--- src/rtl/omr_grading_sequencer_pkg.sv ---
// omr_grading_sequencer_pkg: shared defaults, state/class enums and key nibble indexing for the OMR grader.
package omr_pkg;
  localparam int DEF_NUM_Q = 10;
  localparam int DEF_OPT_W = 4;
  localparam int DEF_CNT_W = 4;
  typedef enum logic [1:0] {IDLE, GRADE, RESULT} state_t;
  typedef enum logic [1:0] {CLS_BLANK, CLS_CORRECT, CLS_WRONG} cls_t;
  // Q0 sits in the MSB nibble, so question q starts this many bits above bit 0.
  function automatic int key_lsb(input int q, input int num_q, input int opt_w);
    return (num_q - 1 - q) * opt_w;
  endfunction
endpackage

--- src/rtl/omr_grading_sequencer_if.sv ---
// omr_grading_sequencer_if: answer stream and result handshake of the OMR grader.
interface omr_grading_sequencer_if import omr_pkg::*; #(
  parameter int OPT_W = DEF_OPT_W,
  parameter int CNT_W = DEF_CNT_W
);
  logic             ans_valid;
  logic             ans_ready;
  logic [OPT_W-1:0] ans_data;
  logic             res_valid;
  logic             res_ready;
  logic [CNT_W-1:0] score;
  logic             score_neg;
  logic [CNT_W-1:0] correct_cnt;
  logic [CNT_W-1:0] wrong_cnt;
  logic [CNT_W-1:0] blank_cnt;
  modport master(
    output ans_valid, ans_data, res_ready,
    input  ans_ready, res_valid, score, score_neg, correct_cnt, wrong_cnt, blank_cnt
  );
  modport slave(
    input  ans_valid, ans_data, res_ready,
    output ans_ready, res_valid, score, score_neg, correct_cnt, wrong_cnt, blank_cnt
  );
endinterface

--- src/rtl/omr_grading_sequencer_classifier.sv ---
// omr_answer_classifier: classifies one answer nibble as blank, correct or wrong against its key nibble.
module omr_answer_classifier import omr_pkg::*; #(
  parameter int OPT_W = DEF_OPT_W
) (
  input  logic [OPT_W-1:0] ans,
  input  logic [OPT_W-1:0] key,
  output cls_t             cls
);
  // A match only counts when the mark is one-hot, so a malformed key never scores.
  assign cls = ans == '0 ? CLS_BLANK
             : (ans == key && (ans & (ans - 1'b1)) == '0) ? CLS_CORRECT
             : CLS_WRONG;
endmodule

--- src/rtl/omr_grading_sequencer.sv ---
// omr_grading_sequencer: grades a streamed answer sheet against a stored key and presents the net score.
module omr_grading_sequencer import omr_pkg::*; #(
  parameter int NUM_Q = DEF_NUM_Q,
  parameter int OPT_W = DEF_OPT_W,
  parameter int CNT_W = DEF_CNT_W
) (
  input  logic                   clk,
  input  logic                   reset,
  input  logic                   key_load,
  input  logic [NUM_Q*OPT_W-1:0] key_in,
  input  logic                   start,
  input  logic                   abort,
  omr_grading_sequencer_if.slave bus,
  output logic                   key_ok,
  output logic                   busy,
  output logic [7:0]             sheet_cnt
);
  localparam int QW = $clog2(NUM_Q);
  state_t                 state;
  cls_t                   cls;
  logic [NUM_Q*OPT_W-1:0] key;
  logic [QW-1:0]          q_idx;
  logic [OPT_W-1:0]       key_nib;
  logic [CNT_W-1:0]       c_nxt, w_nxt, b_nxt;
  logic                   accept;
  omr_answer_classifier #(.OPT_W(OPT_W)) u_cls (.ans(bus.ans_data), .key(key_nib), .cls(cls));
  always_comb begin
    key_nib = OPT_W'(key >> key_lsb(int'(q_idx), NUM_Q, OPT_W));
    accept  = bus.ans_valid && bus.ans_ready;
    c_nxt   = bus.correct_cnt + CNT_W'(cls == CLS_CORRECT);
    w_nxt   = bus.wrong_cnt + CNT_W'(cls == CLS_WRONG);
    b_nxt   = bus.blank_cnt + CNT_W'(cls == CLS_BLANK);
  end
  always_ff @(posedge clk) begin
    if (!reset) begin
      state           <= IDLE;
      key             <= '0;
      q_idx           <= '0;
      key_ok          <= 1'b0;
      busy            <= 1'b0;
      sheet_cnt       <= '0;
      bus.ans_ready   <= 1'b0;
      bus.res_valid   <= 1'b0;
      bus.score       <= '0;
      bus.score_neg   <= 1'b0;
      bus.correct_cnt <= '0;
      bus.wrong_cnt   <= '0;
      bus.blank_cnt   <= '0;
    end else begin
      case (state)
        IDLE: begin
          if (key_load) begin
            key    <= key_in;
            key_ok <= 1'b1;
          end else if (start && key_ok) begin
            state           <= GRADE;
            busy            <= 1'b1;
            bus.ans_ready   <= 1'b1;
            q_idx           <= '0;
            bus.correct_cnt <= '0;
            bus.wrong_cnt   <= '0;
            bus.blank_cnt   <= '0;
            bus.score       <= '0;
            bus.score_neg   <= 1'b0;
          end
        end
        GRADE: begin
          if (abort) begin
            state         <= IDLE;
            busy          <= 1'b0;
            bus.ans_ready <= 1'b0;
          end else if (accept) begin
            bus.correct_cnt <= c_nxt;
            bus.wrong_cnt   <= w_nxt;
            bus.blank_cnt   <= b_nxt;
            bus.score       <= c_nxt >= w_nxt ? c_nxt - w_nxt : '0;
            bus.score_neg   <= w_nxt > c_nxt;
            q_idx           <= q_idx + 1'b1;
            if (q_idx == QW'(NUM_Q - 1)) begin
              state         <= RESULT;
              bus.ans_ready <= 1'b0;
              bus.res_valid <= 1'b1;
            end
          end
        end
        RESULT: begin
          if (abort || bus.res_ready) begin
            state         <= IDLE;
            busy          <= 1'b0;
            bus.res_valid <= 1'b0;
            sheet_cnt     <= abort ? sheet_cnt : sheet_cnt + 8'(sheet_cnt != 8'hff);
          end
        end
        default: state <= IDLE;
      endcase
    end
  end
endmodule

--- src/flat_wrapper.sv ---
// flat-port wrapper written by rule: the top's interface ports become plain ports
module omr_grading_sequencer_flat import omr_pkg::*;
#(
  parameter int NUM_Q = DEF_NUM_Q,
  parameter int OPT_W = DEF_OPT_W,
  parameter int CNT_W = DEF_CNT_W
)
  (clk, reset, key_load, key_in, start, abort, key_ok, busy, sheet_cnt, bus_ans_valid, bus_ans_data, bus_res_ready, bus_ans_ready, bus_res_valid, bus_score, bus_score_neg, bus_correct_cnt, bus_wrong_cnt, bus_blank_cnt);
  omr_grading_sequencer_if #(.OPT_W(OPT_W), .CNT_W(CNT_W)) bus_i ();
  input  logic clk;
  input  logic reset;
  input  logic key_load;
  input  logic [NUM_Q*OPT_W-1:0] key_in;
  input  logic start;
  input  logic abort;
  output logic key_ok;
  output logic busy;
  output logic [7:0] sheet_cnt;
  input wire logic [$bits(bus_i.ans_valid)-1:0] bus_ans_valid;
  input wire logic [$bits(bus_i.ans_data)-1:0] bus_ans_data;
  input wire logic [$bits(bus_i.res_ready)-1:0] bus_res_ready;
  output wire logic [$bits(bus_i.ans_ready)-1:0] bus_ans_ready;
  output wire logic [$bits(bus_i.res_valid)-1:0] bus_res_valid;
  output wire logic [$bits(bus_i.score)-1:0] bus_score;
  output wire logic [$bits(bus_i.score_neg)-1:0] bus_score_neg;
  output wire logic [$bits(bus_i.correct_cnt)-1:0] bus_correct_cnt;
  output wire logic [$bits(bus_i.wrong_cnt)-1:0] bus_wrong_cnt;
  output wire logic [$bits(bus_i.blank_cnt)-1:0] bus_blank_cnt;
  assign bus_i.ans_valid = bus_ans_valid;
  assign bus_i.ans_data = bus_ans_data;
  assign bus_i.res_ready = bus_res_ready;
  assign bus_ans_ready = bus_i.ans_ready;
  assign bus_res_valid = bus_i.res_valid;
  assign bus_score = bus_i.score;
  assign bus_score_neg = bus_i.score_neg;
  assign bus_correct_cnt = bus_i.correct_cnt;
  assign bus_wrong_cnt = bus_i.wrong_cnt;
  assign bus_blank_cnt = bus_i.blank_cnt;
  omr_grading_sequencer #(.NUM_Q(NUM_Q), .OPT_W(OPT_W), .CNT_W(CNT_W)) u_core (.clk(clk), .reset(reset), .key_load(key_load), .key_in(key_in), .start(start), .abort(abort), .bus(bus_i), .key_ok(key_ok), .busy(busy), .sheet_cnt(sheet_cnt));
endmodule
--- config.mk ---
export PLATFORM = sky130hd
export DESIGN_NAME = omr_grading_sequencer_flat
export DESIGN_NICKNAME = d
export VERILOG_FILES = /design/src/rtl/omr_grading_sequencer_pkg.sv /design/src/rtl/omr_grading_sequencer_if.sv /design/src/rtl/omr_grading_sequencer_classifier.sv /design/src/rtl/omr_grading_sequencer.sv /design/src/flat_wrapper.sv
export SDC_FILE = /design/constraint.sdc
export NUM_CORES = 1
export LEC_CHECK = 0
export ABC_AREA = 1
export CAP_MARGIN = 10
export CORE_MARGIN = 2
export CORE_UTILIZATION = 40
export DETAILED_ROUTE_END_ITERATION = 10
export PLACE_DENSITY = 0.71
export REMOVE_ABC_BUFFERS = 1
export SLEW_MARGIN = 20
export SYNTH_ARGS = -nofsm -noshare
export SYNTH_HDL_FRONTEND = slang
export SYNTH_HIERARCHICAL = 1
export SYNTH_SLANG_ARGS = --single-unit
--- constraint.sdc ---
create_clock -name clk -period 6.9 [get_ports clk]
set_input_delay 2.07 -clock clk [delete_from_list [all_inputs] [get_ports clk]]
set_output_delay 2.07 -clock clk [all_outputs]
set_load 0.02 [all_outputs]
==> results of run 1 <==
## critical path, cell delays in order, from the launching register on
cell and delay (ps):
dfxtp_1 690, inv_1 260, ha_1 510, nor2_1 290
o21a_1 170, o21ai_0 70, a21oi_1 160, nand2_1 70
nor2_1 210, nand2_1 110, nand2_1 90, nand2_1 70
nor2_2 100, nand2_1 60, nor2_1 160, inv_1 60
nor2_1 120, ha_1 210, ha_1 320, fa_1 490
inv_1 80, nor2_1 40, nor2_1 120, nand2_1 120
nand3_2 90, nor2_1 40, nor2_1 110, nor2_1 50
## path summary, 6_finish.rpt
check / slack, ps / startpoint / endpoint
min: 470 / u_core/bus.score_neg / u_core/bus.score_neg
min reg2reg: 470 / u_core/bus.score_neg / u_core/bus.score_neg
max reg2reg: 1890 / u_core/q_idx[1] / u_core/bus.score[0]
max: 1890 / u_core/q_idx[1] / u_core/bus.score[0]
## cell type report
cell class / count / area, um^2 / share of cell area
well taps: 111 / 138.9 / 0.02892
clock inverters: 6 / 65.06 / 0.01355
flip-flops and latches: 75 / 1501 / 0.3127
multi-input cells: 398 / 1992 / 0.4148
repair buffers: 81 / 805.8 / 0.1678
inverters: 45 / 171.4 / 0.03570
clock buffers: 10 / 127.6 / 0.02658
## state kept, by name, indices dropped and copies added (netlist names)
name	flops
u_core/bus.ans_ready	1
u_core/bus.blank_cnt	4
u_core/bus.correct_cnt	4
u_core/bus.res_valid	1
u_core/bus.score	4
u_core/bus.score_neg	1
u_core/bus.wrong_cnt	4
u_core/busy	1
u_core/key	40
u_core/key_ok	1
u_core/q_idx	4
u_core/sheet_cnt	8
u_core/state	2
## kinds of logic after synthesis
kind of cell | Yosys count
AO/OA/AOI/OAI | 114
flip-flops | 75
adder cells (fa/ha/maj) | 21
XOR/XNOR | 9
buffers and inverters | 70
AND/OR/NAND/NOR | 254
## metal layers
metal / global-route usage / share of wire / vias to the layer above
met4: 0.07588 / 0.011 / 0
met1: 0.2331 / 0.47 / 1606
met2: 0.3113 / 0.48 / 75
met5: 0 / 0 / -
li1: - / - / 1879
met3: 0.02692 / 0.038 / 8
## power by group
group	internal, uW	switching, uW
combinational	139	232
clock	168	164
sequential	499	39.0
## cell usage in the layout, fill, tap and decap left out, types with 2 or more instances in the layout
cell type        count
a21oi_1             38
a31oi_1              2
and3_1               2
buf_4                2
clkbuf_8             9
clkdlybuf4s50_1     79
clkinv_2             2
dfxtp_1             75
ha_1                20
inv_1               40
inv_2                4
nand2_1             95
nand2_2              2
nand3_1             16
nand4_1              4
nor2_1             125
nor2_2               3
nor3_1               3
o21a_1               5
o21ai_0             63
o221ai_1             4
xnor2_1              2
xor2_1               7
## per-stage QoR
stage	hold WS, ps	utilization	total power (uW)	area (um^2)
floorplan	449.5	-	793.5	3665
global placement	452.9	0.5012	906.4	4609
detailed placement	459.9	0.5012	921.5	4609
CTS	472.6	0.5222	1254	4802
global route	508.4	0.5222	1333	4802
finish	470.6	0.5222	1240	4802
==> impl_results.md, run 1 <==
* Sink Count at 75
* Crit Path Max Fanout at 14
* Relative slew slack at 0.4534
* Die Wd at 101.3 um
* H-tree Lvls at 3
* Syn Area/Cell at 6.975 um^2
* Antenna viol nets, final at 0
* Number of global-route vias before repair at 3,396
* Startpoint Class: flop
* Slew of the pin with the lowest slew margin at slightly above 800 ps
* Area delta synth->final at 26.79%
* Antenna violations before repair at 0
* Pwr/cell area at 258.3 nW/um^2
* Period utilisation layout at 0.7257
* Final worst setup slack at between 1500 and 2000 ps
* Max VDD drop at 0.09197 mV
* Post-Synth Adder-Cell Area at 0.07136
* Status: complete, no violations
* Final setup fails at 0
* Total Nets Final at about 680
* Distinct cells, synth at 31
* Via/cell ratio at 4.915
* XOR/XNOR Fraction of Synth Area at 0.02081
* RSZ-0062 raised after global routing: no
* Reg2Reg Depth at 27
* Initial DRC count at approximately 130
* Ys flop type: dfxtp_1
* Final wirelength at roughly 8900 um
* Leakage power at 0.001952 uW
* Synth top area cells: dfxtp_1 40%, nor2_1 12%, nand2_1 9.4%
* Die area at 10,260 um^2
* Final min period at between 5000 and 6000 ps
* Worst-Skew Late Latency at 340 ps
* Post-synth ARST share at 0
* CP Data Required Time at 7110 ps
* Core Area at 9196 um^2
* Most numerous cell in the Yosys netlist: nor2_1
* Top-level port count at 80
* FMAX at roughly 200 MHz
* Sequential share of the synthesized area at 0.3964
* # fillers at 895
* Clock root cell: clkbuf_8
* Synth top cells by count: 125 x nor2_1, 95 x nand2_1, 75 x dfxtp_1, 63 x o21ai_0, 40 x inv_1
* Simple logic cell fraction of the synthesized area at 0.2745
* # diodes at 0
* Die height at approximately 100 um
* Via count at 3,568
* Number of synthesized flops with an enable pin at 0
* Crit path kind: reg -> reg
* Buffers on Ports at 79
* Largest net degree at the start of global routing at 44
* CTS Buf Count at 9
* Placed cell count at approximately 700
* Cell Rows at 35
* Final hold viol count at 0
* First-pass GRT wire length at 15,090 um
* Crit end category: flop
* Clock buffer depth at 2
* CTS tree: done
* Fin cells at 726
* TNS Setup at 0 ps
* Proportion of netlist area held by the largest area contributor at 0.3964
* Total GRT Usage at 0.1833
* Per-cell routed wire length at 12.31 um
* Post-Syn Area at 3787 um^2
* Synthesized instance count at 543
* Gpl congestion at between 0.8 and 0.9
* # Max-Cap Violations at 0
* Pre-antenna DRT Iters at 5
* Synth Register Bits at 75
* DP HPWL at 6472 um
* Yosys warns at 6
* Fin. max-slew vios at 0
* Post_cts resized at 0
* Share of cells above drive strength 1 at 0.05041
* Residual DRC at 0
* Worst hold path class: reg -> reg
* Arrival time worst endpoint at 5210 ps
* Clk slew on worst S/H paths at 80 ps
* Grt total ovfl at 0
* Hold Path Stages at 2
* DP Worst Slack at 1818 ps
* Initial core utilization at 0.4118
* Area leader, netlist: dfxtp_1
* Synth Area in Compound Gates at 0.1592
* Final Skew at between 10 and 15 ps
* Largest family of logic cells by synthesized area: simple AND/OR/NAND/NOR gates
* Multiplexer share of the synthesized area at 0
* Postcts setup bufs at 0
* Number of hold buffers added after cts at 0
No activity file was read; power rests on OpenSTA's default activity.
==> run 2: changes to the inputs <==
==> constraint.sdc (replaced) <==
create_clock -name clk -period 4.9 [get_ports clk]
set_input_delay 1.47 -clock clk [delete_from_list [all_inputs] [get_ports clk]]
set_output_delay 1.47 -clock clk [all_outputs]
set_load 0.02 [all_outputs]
==> impl_results.md, run 2 (same netlist as run 1, synthesis figures left out) <==
* # diodes at 0 (unchanged)
* Number of flip-flops under the largest register name at 40 (unchanged)
* Post_cts resized at 0 (unchanged)
* Number of global-route vias before repair at 3,454 (+1.7%)
* Die Wd at 101.3 um (unchanged)
* Initial core utilization at 0.4118 (unchanged)
* Final hold viol count at 0 (unchanged)
* Most used cell, CP: nor2_1
* DP HPWL at 6480 um (+0.13%)
* FMAX at 231.2 MHz (+16%)
* Final Skew at 9.324 ps (-2.512 ps)
* H-tree Lvls at 3 (unchanged)
* DP Worst Slack at 487.2 ps (-1331 ps)
* Clock root cell: clkbuf_8
* Final wirelength at 8963 um (+0.26%)
* Residual DRC at 0 (unchanged)
* CTS Buf Count at 9 (unchanged)
* # Max-Cap Violations at 0 (unchanged)
* Antenna violations before repair at 0 (unchanged)
* TNS Setup at 0 ps (unchanged)
* Largest stage delay on the critical path at 450 ps (-240 ps)
* Period utilisation layout at 0.8827 (+0.1570)
* M1 WL at 4072 um (-2.7%)
* Final min period at 4325 ps (-682.1 ps)
* Number of hold buffers added after cts at 0 (unchanged)
* Sink Count at 75 (unchanged)
* # fillers at 912 (+1.9%)
* Via/cell ratio at 4.949 (+0.70%)
* CTS tree: done
* Worst-Skew Late Latency at 340 ps (about the same)
* RSZ-0062 raised after global routing: no
* Startpoint Class: flop
* Via count at 3,608 (+1.1%)
* Clock buffer depth at 2 (unchanged)
* Area delta synth->final at 27.82%
* Die area at 10,260 um^2 (unchanged)
* Max VDD drop at 0.1757 mV (+91%)
* Crit Path Max Fanout at 9 (-5)
* Per-cell routed wire length at 12.29 um (-0.16%)
* Die height at 101.3 um (unchanged)
* Largest net degree at the start of global routing at 44 (unchanged)
* CP top delay family: simple AND/OR/NAND/NOR gates
* Pre-antenna DRT Iters at 4 (-1)
* Slowest cell on the critical path: ha_1
* Leakage power at 0.001970 uW (+0.95%)
* Top layer in use: met4
* Final setup fails at 0 (unchanged)
* CP Data Required Time at 5100 ps (-2010 ps)
* Met3 wire len at 393 um (+16%)
* Commonest non-fill, non-tap cells in the layout: 125 x nor2_1, 95 x nand2_1, 79 x clkdlybuf4s50_1, 75 x dfxtp_1, 63 x o21ai_0
* Arrival time worst endpoint at 4530 ps (-680 ps)
* Top flop regs: u_core/key (40), u_core/sheet_cnt (8)
* Hold Worst Slack at 465.5 ps (-5.135 ps)
* Most common cell after layout, fill and taps aside: nor2_1
* Status: complete, no violations
* Cell Rows at 35 (unchanged)
* Antenna viol nets, final at 0 (unchanged)
* CP bufs+invs at 3 (unchanged)
* Slew of the pin with the lowest slew margin at 752.4 ps (-66.36 ps)
* Core Area at 9196 um^2 (unchanged)
* Worst hold path class: reg -> reg
* Buffers on Ports at 79 (unchanged)
* Power Total at 1772 uW (+43%)
* First-pass GRT wire length at 15,030 um (-0.41%)
* Share of cells above drive strength 1 at 0.05663 (+0.006228)
* Initial DRC count at 176 (+40%)
* Fin. max-slew vios at 0 (unchanged)
* Largest reg by FF count: u_core/key
* Total GRT Usage at 0.1822 (-0.001051)
* Gpl congestion at 0.8426 (-4.8%)
* Pwr/cell area at 366.0 nW/um^2 (+42%)
* Relative slew slack at 0.4978 (+0.04444)
* Met2 wire len at 4344 um (+0.58%)
* Crit path kind: reg -> reg
* Postcts setup bufs at 0 (unchanged)
* Top-level port count at 80 (unchanged)
* Clk slew on worst S/H paths at 80 ps (about the same)
* Crit end category: flop
* Total Nets Final at 685 (+0.44%)
* Final worst setup slack at 574.7 ps (-1318 ps)
* Grt total ovfl at 0 (unchanged)
[run 2: cell count changes in the layout (fill, tap and decap cells not counted)]
cell        delta
buf_4          +3
clkbuf_1       -1
clkinv_2       -2
clkinvlp_4     +1
clkbuf_8       +1
inv_6          +1
[run 2: through the flow]
| step | cell area [um^2] | instances | util |
|---|---|---|---|
| final | 4841 | 729 | 0.5264 |
| after global routing | 4841 | 729 | 0.5264 |
| after CTS | 4841 | 729 | 0.5264 |
| after detailed placement | 4632 | 713 | 0.5037 |
| after global placement | 4632 | 713 | 0.5037 |
| after floorplan | 3665 | 518 | - |
[run 2: area by class of cell]
| class | count | area (um^2) | share of cell area |
|---|---|---|---|
| clock buffers | 10 | 137.6 | 0.02843 |
| multi-input cells | 398 | 1992 | 0.4115 |
| repair buffers | 84 | 828.3 | 0.1711 |
| clock inverters | 6 | 71.32 | 0.01473 |
| flip-flops and latches | 75 | 1501 | 0.3102 |
| well taps | 111 | 138.9 | 0.02869 |
| inverters | 45 | 171.4 | 0.03541 |
[run 2: metal layers]
metal	vias up	track usage
met1	1632	0.2192
met4	0	0.08004
met5	-	0
li1	1883	-
met3	10	0.03658
met2	83	0.3148
[run 2: power breakdown]
part	total (uW)	internal, uW	switching, uW
Sequential	751	702	49.2
Clock	489	253	236
Combinational	531	197	334
[run 2: path summary, 6_finish.rpt]
path | from | endpoint | slack (ps) | depth (start not counted)
setup / recovery | u_core/q_idx[1] | u_core/bus.score[0] | 570 | 27
hold / removal | u_core/bus.blank_cnt[3] | u_core/bus.blank_cnt[3] | 470 | 2
setup reg to reg | u_core/q_idx[1] | u_core/bus.score[0] | 570 | 27
hold reg to reg | u_core/bus.blank_cnt[3] | u_core/bus.blank_cnt[3] | 470 | 2
[run 2: worst min-delay path, stage by stage (launching register included)]
cell and delay (ps):
dfxtp_1 310, inv_1 60, a21oi_1 50
==> run 3: changes to the inputs <==
--- a/config.mk
+++ b/config.mk
@@ -7,9 +7,11 @@
 export LEC_CHECK = 0
 export ABC_AREA = 1
 export CAP_MARGIN = 10
+export CORE_ASPECT_RATIO = 0.6
 export CORE_MARGIN = 2
 export CORE_UTILIZATION = 40
 export DETAILED_ROUTE_END_ITERATION = 10
+export GPL_TIMING_DRIVEN = 0
 export PLACE_DENSITY = 0.71
 export REMOVE_ABC_BUFFERS = 1
 export SLEW_MARGIN = 20
==> impl_results.md, run 3 (same netlist as run 1, synthesis figures left out) <==
* Die Wd at 129.6 um (+28%)
* Status: complete, no violations
* Startpoint Class: flop
* H-tree Lvls at 3 (unchanged)
* Reg2Reg Depth at 24 (-11%)
* Final min period at 4510 ps (+184.9 ps)
* Core Area at 9189 um^2 (about the same)
* TNS Setup at 0 ps (unchanged)
* Crit Path Max Fanout at 14 (+5)
* Slowest cell on the critical path: dfxtp_4
* Largest reg by FF count: u_core/key
* Cell Rows at 27 (-23%)
* Clock buffer depth at 2 (unchanged)
* Final hold viol count at 0 (unchanged)
* Antenna violations before repair at 0 (unchanged)
* Crit end category: flop
* Initial DRC count at 192 (+9.1%)
* Number of global-route vias before repair at 3,554 (+2.9%)
* # Max-Cap Violations at 0 (unchanged)
* CTS Buf Count at 9 (unchanged)
* Buffers on Ports at 79 (unchanged)
* Grt total ovfl at 0 (unchanged)
* Final setup fails at 0 (unchanged)
* Placed cell count at 727 (+2.0%)
* Residual DRC at 0 (unchanged)
* Die height at 79.38 um (-22%)
* Sink Count at 75 (unchanged)
* M1 WL at 4839 um (+19%)
* Worst-Skew Late Latency at 330 ps (about the same)
* Number of hold buffers added after cts at 0 (unchanged)
* # diodes at 0 (unchanged)
* Met2 wire len at 4283 um (-1.4%)
* Via count at 3,651 (+1.2%)
* Top layer in use: met4
* Fin. max-slew vios at 0 (unchanged)
* Leakage power at 0.002000 uW (+1.5%)
* Most used cell, CP: nor2_1
* Top flop regs: u_core/key (40), u_core/sheet_cnt (8)
* Hold Path Stages at 2 (unchanged)
* Met3 wire len at 493 um (+25%)
* Final wirelength at 9709 um (+8.3%)
* Die area at 10,290 um^2 (+0.25%)
* RSZ-0062 raised after global routing: no
* Via/cell ratio at 4.914 (-0.71%)
* Initial core utilization at 0.4122 (about the same)
* CP Data Required Time at 5080 ps (-20 ps)
* Final Skew at 5.475 ps (-3.849 ps)
* Clk slew on worst S/H paths at 60 ps (-20 ps)
* DP HPWL at 6871 um (+6.0%)
* Largest net degree at the start of global routing at 52 (+18%)
* Clock root cell: clkbuf_16
* Gpl congestion at 0.8120 (-3.6%)
* CP Cell Sequence: inv_1 > ha_2 > ha_1 > nor2_1 > nand3_1 > a21oi_1 > nor2_1 > xor2_1 > nor2_2 > nand2_1 > nor2_1 > nor2_1 > ha_1 > ha_1 > inv_1 > fa_1 > inv_1 > nor2_1 > nor2_1 > nand2_1 > nand3_2 > nor2_1 > nor2_1 > nor2_1
* Slew of the pin with the lowest slew margin at 764.1 ps (+11.68 ps)
* Total Nets Final at 680 (-0.73%)
* FMAX at 221.7 MHz (-4.1%)
* Per-cell routed wire length at 13.07 um (+6.3%)
* Area delta synth->final at 30.62%
* Pre-antenna DRT Iters at 4 (unchanged)
* Crit path kind: reg -> reg
* Fin cells at 743 (+1.9%)
* Number of flip-flops under the largest register name at 40 (unchanged)
* Total GRT Usage at 0.2008 (+0.01858)
* Top-level port count at 80 (unchanged)
* Pwr/cell area at 400.6 nW/um^2 (+9.5%)
* Max VDD drop at 0.2252 mV (+28%)
* Worst hold path class: reg -> reg
* Power Total at 1982 uW (+12%)
* Commonest non-fill, non-tap cells in the layout: 124 x nor2_1, 95 x nand2_1, 78 x clkdlybuf4s50_1, 73 x dfxtp_1, 63 x o21ai_0
* First-pass GRT wire length at 16,530 um (+10%)
* Largest stage delay on the critical path at 470 ps (+20 ps)
* CTS tree: done
* Relative slew slack at 0.4900 (-0.007797)
* Period utilisation layout at 0.9204 (+0.03773)
* Arrival time worst endpoint at 4690 ps (+160 ps)
* Antenna viol nets, final at 0 (unchanged)
* Share of cells above drive strength 1 at 0.05710 (+0.0004619)
* Most common cell after layout, fill and taps aside: nor2_1
[run 3: path summary, 6_finish.rpt]
| check | from | to | slack [ps] |
|---|---|---|---|
| max | u_core/q_idx[1] | u_core/bus.score[3] | 390 |
| min | u_core/bus.score_neg | u_core/bus.score_neg | 470 |
| max reg2reg | u_core/q_idx[1] | u_core/bus.score[3] | 390 |
| min reg2reg | u_core/bus.score_neg | u_core/bus.score_neg | 470 |
[run 3: report_power, final]
part | internal [uW] | switching [uW]
Clock | 446 | 249
Combinational | 193 | 331
Sequential | 703 | 59.6
[run 3: timing repair]
| item | 4_1_cts | 5_1_grt |
|---|---|---|
| endpoints found under the setup margin | 4 | 5 |
| pin swaps | 0 | 0 |
| resized for setup | 1 | 5 |
| cloned | 0 | 0 |
| buffers inserted | 0 | 0 |
[run 3: metal layers]
metal | global-route usage | up-vias
met2 | 0.3230 | 104
met3 | 0.04893 | 8
met1 | 0.2706 | 1659
li1 | - | 1880
met4 | 0.05269 | 0
met5 | 0 | -
[run 3: layout make-up]
type	instances	area (um^2)
multi-input combinational	398	2002
timing repair buffer	79	785.8
fill	884	4242
clock inverter	6	90.09
sequential	75	1506
inverter	45	171.4
tap	130	162.7
clock buffer	10	229.0
[run 3: worst max-delay path: cells and delay by family (launching register included)]
kind                     cells  cell delay (ps)
XOR/XNOR                     1              180
flip-flops                   1              470
AND/OR/NAND/NOR             14             1630
buffers and inverters        3              370
AO/OA/AOI/OAI                1              160
adder cells (fa/ha/maj)      5             1560
[run 3: per-stage QoR]
step	hold slack (ps)	utilization	setup WS (ps)	instance area [um^2]
final	468.1	0.5384	389.8	4947
after global routing	496.2	0.5384	33.42	4947
after CTS	475.3	0.5369	137.4	4933
after detailed placement	467.7	0.5020	-102.9	4613
after global placement	450.4	0.5026	131.5	4618
after floorplan	449.5	-	992.1	3665
